[config.mk]
export PLATFORM = sky130hd
export DESIGN_NAME = spc_rw
export DESIGN_NICKNAME = d
export VERILOG_FILES = /design/src/rtl/spc_pkg.sv /design/src/rtl/spc_shifter.sv /design/src/rtl/spc_rw.sv
export SDC_FILE = /design/constraint.sdc
export NUM_CORES = 1
export LEC_CHECK = 0
export CAP_MARGIN = 5
export CORE_MARGIN = 2
export CORE_UTILIZATION = 35
export CTS_BUF_LIST = sky130_fd_sc_hd__clkbuf_8
export CTS_CLUSTER_DIAMETER = 200
export CTS_CLUSTER_SIZE = 30
export DETAILED_ROUTE_END_ITERATION = 8
export PLACE_DENSITY_LB_ADDON = 0.05
export SLEW_MARGIN = 20
export SYNTH_ARGS = -nofsm -noshare
export SYNTH_HDL_FRONTEND = slang
export SYNTH_HIERARCHICAL = 1
export SYNTH_SLANG_ARGS = --single-unit
[constraint.sdc]
create_clock -name sclk -period 2.2 [get_ports sclk]
set_clock_uncertainty 0.15 [all_clocks]
set_input_delay 0.44 -clock sclk [delete_from_list [all_inputs] [get_ports sclk]]
set_output_delay 0.44 -clock sclk [all_outputs]
set_load 0.01 [all_outputs]
[src/rtl/spc_pkg.sv]
// Shared definitions for the SPC serial register block: FSM encoding and
// default command codes.
package spc_pkg;

   typedef enum logic [2:0] {
      ST_IDLE    = 3'd0,
      ST_CMD     = 3'd1,
      ST_WDATA   = 3'd2,
      ST_RDATA   = 3'd3,
      ST_DISCARD = 3'd4
   } spc_state_e;

   localparam logic [7:0] SPC_CMD_WRITE = 8'h91;
   localparam logic [7:0] SPC_CMD_READ  = 8'h92;

   // Counter must hold every legal bit count plus one saturated "too long" value.
   function automatic int spc_cnt_width(input int n_bytes);
      return $clog2(8 * (n_bytes + 1) + 2);
   endfunction

endpackage

[src/rtl/spc_shifter.sv]
// LSB-first staging shift register with a saturating bit counter; both are
// cleared synchronously while the frame select is inactive.
module spc_shifter #(
   parameter int N_BYTES = 2,
   parameter int CNT_W   = 5,
   parameter int CNT_MAX = 25
) (
   input  logic                   sclk,
   input  logic                   rst_n,
   input  logic                   clear,
   input  logic                   shift_en,
   input  logic                   count_en,
   input  logic                   bit_in,
   output logic [8*N_BYTES-1:0]   data,
   output logic [CNT_W-1:0]       count
);

   localparam int W = 8 * N_BYTES;

   // NOTE: staging is a plain register, not a memory, so it is reset along
   // with the counter; a stale partial frame can never leak into a commit.
   always_ff @(posedge sclk or negedge rst_n) begin
      if (!rst_n) begin
         data  <= '0;
         count <= '0;
      end else if (clear) begin
         data  <= '0;
         count <= '0;
      end else begin
         // New bits enter at the top so the first data bit ends up in bit 0.
         if (shift_en)
            data <= {bit_in, data[W-1:1]};
         if (count_en && (count != CNT_W'(CNT_MAX)))
            count <= count + 1'b1;
      end
   end

endmodule

[src/rtl/spc_rw.sv]
// Serial write/readback register: command byte then N_BYTES data bytes,
// LSB first, framed by cs_n and clocked entirely by sclk.
module spc_rw
   import spc_pkg::*;
#(
   parameter int                   N_BYTES     = 2,
   parameter logic [7:0]           CMD_WRITE   = SPC_CMD_WRITE,
   parameter logic [7:0]           CMD_READ    = SPC_CMD_READ,
   parameter logic [8*N_BYTES-1:0] RESET_VALUE = '0
) (
   input  logic                   sclk,
   input  logic                   rst_n,
   input  logic                   cs_n,
   input  logic                   mosi,
   output logic                   miso,
   output logic [8*N_BYTES-1:0]   out,
   output logic                   data_ready,
   output logic                   frame_err
);

   localparam int OUT_W      = 8 * N_BYTES;
   localparam int FRAME_BITS = 8 * (N_BYTES + 1);
   localparam int CNT_W      = spc_cnt_width(N_BYTES);
   localparam int CNT_MAX    = FRAME_BITS + 1;

   spc_state_e         state;
   logic [7:0]         cmd_sr;
   logic [7:0]         cmd_next;
   logic [OUT_W-1:0]   staging;
   logic [CNT_W-1:0]   bit_cnt;
   logic [CNT_W-1:0]   rd_idx;
   logic               rd_bit;

   spc_shifter #(
      .N_BYTES (N_BYTES),
      .CNT_W   (CNT_W),
      .CNT_MAX (CNT_MAX)
   ) u_shifter (
      .sclk     (sclk),
      .rst_n    (rst_n),
      .clear    (cs_n),
      .shift_en (!cs_n && (state == ST_WDATA)),
      .count_en (!cs_n),
      .bit_in   (mosi),
      .data     (staging),
      .count    (bit_cnt)
   );

   // NOTE: every always_comb output gets a default before any branch so no
   // latch can be inferred for a path that does not assign it.
   always_comb begin
      cmd_next = {mosi, cmd_sr[7:1]};
      rd_idx   = bit_cnt - CNT_W'(8);
      rd_bit   = 1'b0;
      for (int i = 0; i < OUT_W; i++)
         if (rd_idx == CNT_W'(i))
            rd_bit = out[i];
   end

   // NOTE: all sequential state uses non-blocking assignments so every
   // register sees pre-edge values, independent of statement order.
   always_ff @(posedge sclk or negedge rst_n) begin
      if (!rst_n) begin
         state      <= ST_IDLE;
         cmd_sr     <= '0;
         out        <= RESET_VALUE;
         data_ready <= 1'b0;
         frame_err  <= 1'b0;
      end else begin
         data_ready <= 1'b0;
         frame_err  <= 1'b0;
         if (cs_n) begin
            state <= ST_IDLE;
            case (state)
               ST_WDATA: begin
                  if (bit_cnt == CNT_W'(FRAME_BITS)) begin
                     out        <= staging;
                     data_ready <= 1'b1;
                  end else begin
                     frame_err <= 1'b1;
                  end
               end
               ST_CMD, ST_DISCARD: frame_err <= 1'b1;
               default: ;
            endcase
         end else begin
            case (state)
               ST_IDLE: begin
                  cmd_sr <= cmd_next;
                  state  <= ST_CMD;
               end
               ST_CMD: begin
                  cmd_sr <= cmd_next;
                  if (bit_cnt == CNT_W'(7)) begin
                     if (cmd_next == CMD_WRITE)
                        state <= ST_WDATA;
                     else if (cmd_next == CMD_READ)
                        state <= ST_RDATA;
                     else
                        state <= ST_DISCARD;
                  end
               end
               default: ;
            endcase
         end
      end
   end

   // Readback slots are indexed by the bit counter, which already stands at
   // 8 on the falling edge that follows the last command bit.
   always_ff @(negedge sclk or negedge rst_n) begin
      if (!rst_n)
         miso <= 1'b0;
      else if ((state == ST_RDATA) && (bit_cnt >= CNT_W'(8)) &&
               (bit_cnt < CNT_W'(FRAME_BITS)))
         miso <= rd_bit;
      else
         miso <= 1'b0;
   end

endmodule

==> metrics.txt, run 1 <==
sequential area share after synthesis=0.521; Reg2Reg Depth=6; drt first pass iters=4; Worst EP arrival=1610 ps; All-Layer GR Usage=0.154; crit-path max FO=6; startpoint types=flip-flop; Worst-Margin Slew=642 ps; reg-to-reg endpoint=miso$_DFF_NN0_; I/O pins=23; Initial Util=0.357; Routed WL=5240 um; Vias/cell=5.03; RSZ-0062 raised after global routing=true; global-route wire length before repair=8980 um; clk_lat worst skew=300 ps; Final setup viols=2; Post-synth EDFFs=0; reg2reg setup slack=-530 ps; Compound-Gate Fraction of Synth Area=0.0657; CTS Root Cell=clkbuf_8; # DRC=0; most common flop cell mapped by yosys=dfrtp_1; die width=86.8 um; Num CTS Buffers=5; DRT iter0 DRCs=95; xor/xnor share of the synthesized area=0.0146; CORE AREA=0.00672 sq mm; worst min-delay path class=input port to asynchronous set/reset pin; Peak VDD IR=0.269 mV; Rows=30; synthesized flop and latch total=50; Final ANT Viol Nets=0; Post-synth top cells=dfrtp_1 (49), nor2_1 (27), mux2_2 (24); non-filler cells, final=342; Simple-Gate Fraction of Synth Area=0.135; hpwl dp=3760 um; final hold vios=0; Layout Nets=270; Die H=86.8 um; Post-Synthesis Cell Area=0.00240 sq mm; CTS H-tree lvls=2; antenna violations before repair=0; number of global-route vias before repair=1790; Distinct cells, synth=46; Setup CP Type=flip-flop to flip-flop; fraction of registers with async set/reset=1.00; Area Growth Syn to Fin=31.0%; largest family of logic cells by synthesized area=multiplexers; Rel. slew slack=0.572; Synth Net Count=208; Synth Warn #=6; Leak=0.00141 uW; Total Power Consumption=1780 uW; hold_buf cts=0; Max Cap Viol=0; layout cell share with drive strength beyond 1=0.340; PortBufs=22; vias=1719; CTS tree=yes; clock sinks=50; routed len/inst=15.3 um; top cells by area, synth=dfrtp_1 (51%), mux2_2 (11%), mux2i_1 (8.8%), nor2_1 (4.2%), ha_1 (2.6%); GRT overflow=0; syn avg cell area=12.1 sq um; die area=0.00754 sq mm; leading area contributor after synthesis=dfrtp_1; failing checks=negative setup slack; Max Slew Vio Count=0; fin worst setup slack=-525 ps; cells after synthesis=199; outcome=finished with violations; Worst setup EP type=flip-flop; GP Congestion=0.806; clk slew on worst S/H paths=90 ps; largest net degree at the start of global routing=50; setup TNS=-827 ps; adder-cell share of the synthesized area=0.0261; placed insts=330; pre-CTS setup slack=-510 ps; multiplexer area fraction after synthesis=0.200; CP Data Required Time=1090 ps; top cell type's share of synthesized area=0.511; ANT cells=0; RR Startpoint=u_shifter/count[3]$_DFFE_PN0P_; clock tree buffer depth=2; top-count cell post-synth=dfrtp_1; pwr/cell area=566 mW/mm^2
[report_power, final]
part / total (uW) / internal, uW / leakage, uW / switching, uW
clock network: 640 / 335 / 0.0000556 / 305
logic: 154 / 75.1 / 0.000675 / 79.0
registers: 986 / 955 / 0.000677 / 30.8
[worst max path at each step]
| stage | endpoint | slack, ps | startpoint |
|---|---|---|---|
| after floorplan | miso$_DFF_NN0_ | -500 | u_shifter/count[3]$_DFFE_PN0P_ |
| after global placement | miso$_DFF_NN0_ | -480 | u_shifter/count[3]$_DFFE_PN0P_ |
| after detailed placement | miso$_DFF_NN0_ | -510 | u_shifter/count[3]$_DFFE_PN0P_ |
| after CTS | miso$_DFF_NN0_ | -520 | u_shifter/count[3]$_DFFE_PN0P_ |
| after global routing | miso$_DFF_NN0_ | -600 | u_shifter/count[3]$_DFFE_PN0P_ |
| final | miso$_DFF_NN0_ | -530 | u_shifter/count[3]$_DFFE_PN0P_ |
[critical path: stages, from the launching register on]
cell and delay [ps]:
dfrtp_2 420, inv_2 70, ha_4 280, nand2_4 50
o32a_1 300, o211ai_1 90, o22ai_1 100
[per-stage QoR]
| step | utilization | hold slack [ps] | area, sq um |
|---|---|---|---|
| after detailed placement | 0.446 | 359 | 2990 |
| after floorplan | - | -5.59 | 2410 |
| after CTS | 0.464 | 156 | 3120 |
| final | 0.468 | 134 | 3140 |
| after global placement | 0.446 | 344 | 2990 |
| after global routing | 0.468 | 192 | 3140 |
[state kept, by name, summed over array words and instances (netlist names)]
register         cells
frame_err            1
state                3
miso                 1
u_shifter/count      5
out                 16
data_ready           1
u_shifter/data      16
cmd_sr               7
[layer usage]
layer	wire length, um	up-vias	global-route usage
li1	-	834	-
met1	2590	840	0.228
met2	2330	39	0.228
met3	263	6	0.0343
met4	60	0	0.0426
met5	0	-	0
[final cells by class]
type	instances	area, sq um
tap	80	100
clock inverter	3	41.3
sequential	50	1250
timing repair buffer	66	566
clock buffer	5	68.8
inverter	7	26.3
fill	644	3570
multi-input combinational	131	1090
[repair_timing]
item	in CTS	in global routing
pin swaps	0	1
setup endpoints to repair	2	3
resized for setup	5	2
buffers inserted	2	2
[placed cells by master, fill, tap and decap left out, types with 2 or more instances in the layout]
cell type and count:
mux2_2 24, buf_12 2, nand2b_1 3, clkdlybuf4s50_1 20, nand2_1 4, or4b_1 2, buf_2 2, ha_1 4
nor2_1 26, mux2i_1 21, dfrtp_1 48, nor2b_1 2, a21oi_1 5, nand4_1 2, nand4b_1 3, xor2_1 3
buf_4 42, clkbuf_8 5, inv_1 6, o211ai_1 2, nor3_1 2, inv_2 2
[kinds of logic (layout without fill, tap and decap cells)]
family	count (synthesis)	after routing
muxes	45	45
buffers and inverters	18	81
adders and majority gates	5	5
xor gates and xnor gates	4	4
and+or+nand+nor	56	56
AOI/OAI and AO/OA	21	21
DFF	50	50
Power figures use the tool's default switching activity.
==> inputs of run 2 (changes only) <==
Settings changed: CORE_ASPECT_RATIO from default to 0.7.
==> metrics.txt, run 2 (synthesis gave the netlist of run 1 again) <==
commonest cells after routing, fill and taps aside=dfrtp_1 (47), buf_4 (44), nor2_1 (26); failing checks=negative setup slack; die width=103 um (+19%); CTS H-tree lvls=2 (unchanged); die area=0.00755 sq mm (+0.14%); Clk pwr share=0.319 (-0.041); Reg power frac=0.587 (+0.033); routed len/inst=15.8 um (+3.1%); drt first pass iters=4 (unchanged); most common cell after layout, fill and taps aside=dfrtp_1; All-Layer GR Usage=0.166 (+0.0119); DRT iter0 DRCs=84 (-12%); Leak=0.00139 uW (-1.3%); number of global-route vias before repair=1768 (-1.2%); Area Growth Syn to Fin=30.4%; Rel. slew slack=0.570 (-0.00148); Rows=25 (-17%); Peak VDD IR=0.232 mV (-14%); P_sw=427 uW (+2.9%); PortBufs=22 (unchanged); worst min-delay path class=input port to asynchronous set/reset pin; top flop regs=out (16), u_shifter/data (16), cmd_sr (7); vias=1717 (-0.12%); startpoint types=flip-flop; max incr delay on CP=400 ps (-20 ps); pwr/cell area=537 mW/mm^2 (-5.1%); RSZ-0062 raised after global routing=true; clock sinks=50 (unchanged); Layout Nets=272 (+0.74%); CP max stage cell=dfrtp_2; hpwl dp=4070 um (+8.2%); antenna violations before repair=0 (unchanged); outcome=finished with violations; Worst EP arrival=1600 ps (about the same); combinational power share=0.094 (+0.007); fin worst setup slack=-511 ps (+14.2 ps); Max Slew Vio Count=0 (unchanged); GP Congestion=0.874 (+8.4%); clk slew on worst S/H paths=90 ps (about the same); crit-path max FO=4 (-2); Hold WS=150 ps (+15.7 ps); clk_lat worst skew=300 ps (about the same); Sw Share=0.254 (+0.0209); Worst setup EP type=flip-flop; Max Cap Viol=0 (unchanged); Initial Util=0.359 (+0.00134); setup TNS=-840 ps (-12.8 ps); Final ANT Viol Nets=0 (unchanged); CTS tree=yes; Vias/cell=4.81 (-4.3%); Total Power Consumption=1680 uW (-5.6%); CTS Root Cell=clkbuf_8; Final setup viols=2 (unchanged); largest net degree at the start of global routing=50 (unchanged); Internal=1250 uW (-8.2%); Die H=73.3 um (-16%); layout cell share with drive strength beyond 1=0.346 (+0.00631); Routed WL=5640 um (+7.7%); final hold vios=0 (unchanged); hold_buf cts=0 (unchanged); Num CTS Buffers=5 (unchanged); Setup CP Type=flip-flop to flip-flop; CP Data Required Time=1090 ps (about the same); global-route wire length before repair=9430 um (+5.0%); I/O pins=23 (unchanged); clock tree buffer depth=2 (unchanged); GRT overflow=0 (unchanged); CORE AREA=0.00669 sq mm (-0.37%); # DRC=0 (unchanged); critical path, cell by cell=inv_2 -> ha_4 -> nand2_2 -> o32a_1 -> o211ai_1 -> o22ai_1; Worst-Margin Slew=644 ps (+2.22 ps); ANT cells=0 (unchanged)
==> run 2: worst max-delay path, delay by kind of cell, from the launching register on <==
family / cells / cell delay [ps]
adders and majority gates: 1 / 270
AOI/OAI and AO/OA: 3 / 520
and+or+nand+nor: 1 / 50
DFF: 1 / 400
buffers and inverters: 1 / 60
==> run 2: final timing paths <==
path                       depth (start not counted)                           start  slack [ps]                  end
setup / recovery                                   6  u_shifter/count[3]$_DFFE_PN0P_        -510       miso$_DFF_NN0_
hold / removal                                     2                           rst_n         150  out[15]$_DFFE_PN0P_
setup reg to reg                                   6  u_shifter/count[3]$_DFFE_PN0P_        -510       miso$_DFF_NN0_
hold reg to reg                                    1   u_shifter/data[0]$_DFFE_PN0P_         380   out[0]$_DFFE_PN0P_
max in group asynchronous                          1                           rst_n        1000       miso$_DFF_NN0_
min in group sclk                                  1   u_shifter/data[0]$_DFFE_PN0P_         380   out[0]$_DFFE_PN0P_
==> run 2: timing repair <==
| item | in CTS | in global routing |
|---|---|---|
| endpoints found under the setup margin | 2 | 2 |
| pin swaps | 1 | 0 |
| resized for setup | 7 | 0 |
| setup buffers | 2 | 0 |
==> run 2: through the flow <==
stage          instances  utilization  cell area (sq um)  setup WS [ps]
2_1_floorplan        199            -               2410           -498
3_3_place_gp         348        0.453               3030           -450
3_5_place_dp         348        0.453               3030           -558
4_1_cts              357        0.467               3130           -500
5_1_grt              357        0.467               3130           -590
6_report             357        0.467               3130           -511
==> run 2: cell type report <==
| class | instances | area (sq um) |
|---|---|---|
| clock buffer | 5 | 68.8 |
| fill | 620 | 3560 |
| sequential | 50 | 1250 |
| multi-input combinational | 131 | 1080 |
| tap | 94 | 118 |
| clock inverter | 2 | 13.8 |
| timing repair buffer | 68 | 572 |
| inverter | 7 | 26.3 |
==> run 2: power by group through the flow <==
| stage | logic [uW] | clock network [uW] | registers (uW) |
|---|---|---|---|
| floorplan | 88.4 | 0 | 998 |
| global placement | 154 | 0 | 1000 |
| detailed placement | 160 | 0 | 1010 |
| CTS | 162 | 562 | 987 |
| global route | 177 | 597 | 995 |
| finish | 159 | 535 | 987 |
==> run 2: per-layer routing <==
metal / track usage / vias up / wire length (um)
met4: 0.0468 / 0 / 52
met3: 0.0352 / 5 / 143
li1: - / 840 / -
met5: 0 / - / 0
met2: 0.227 / 24 / 2350
met1: 0.264 / 848 / 3100
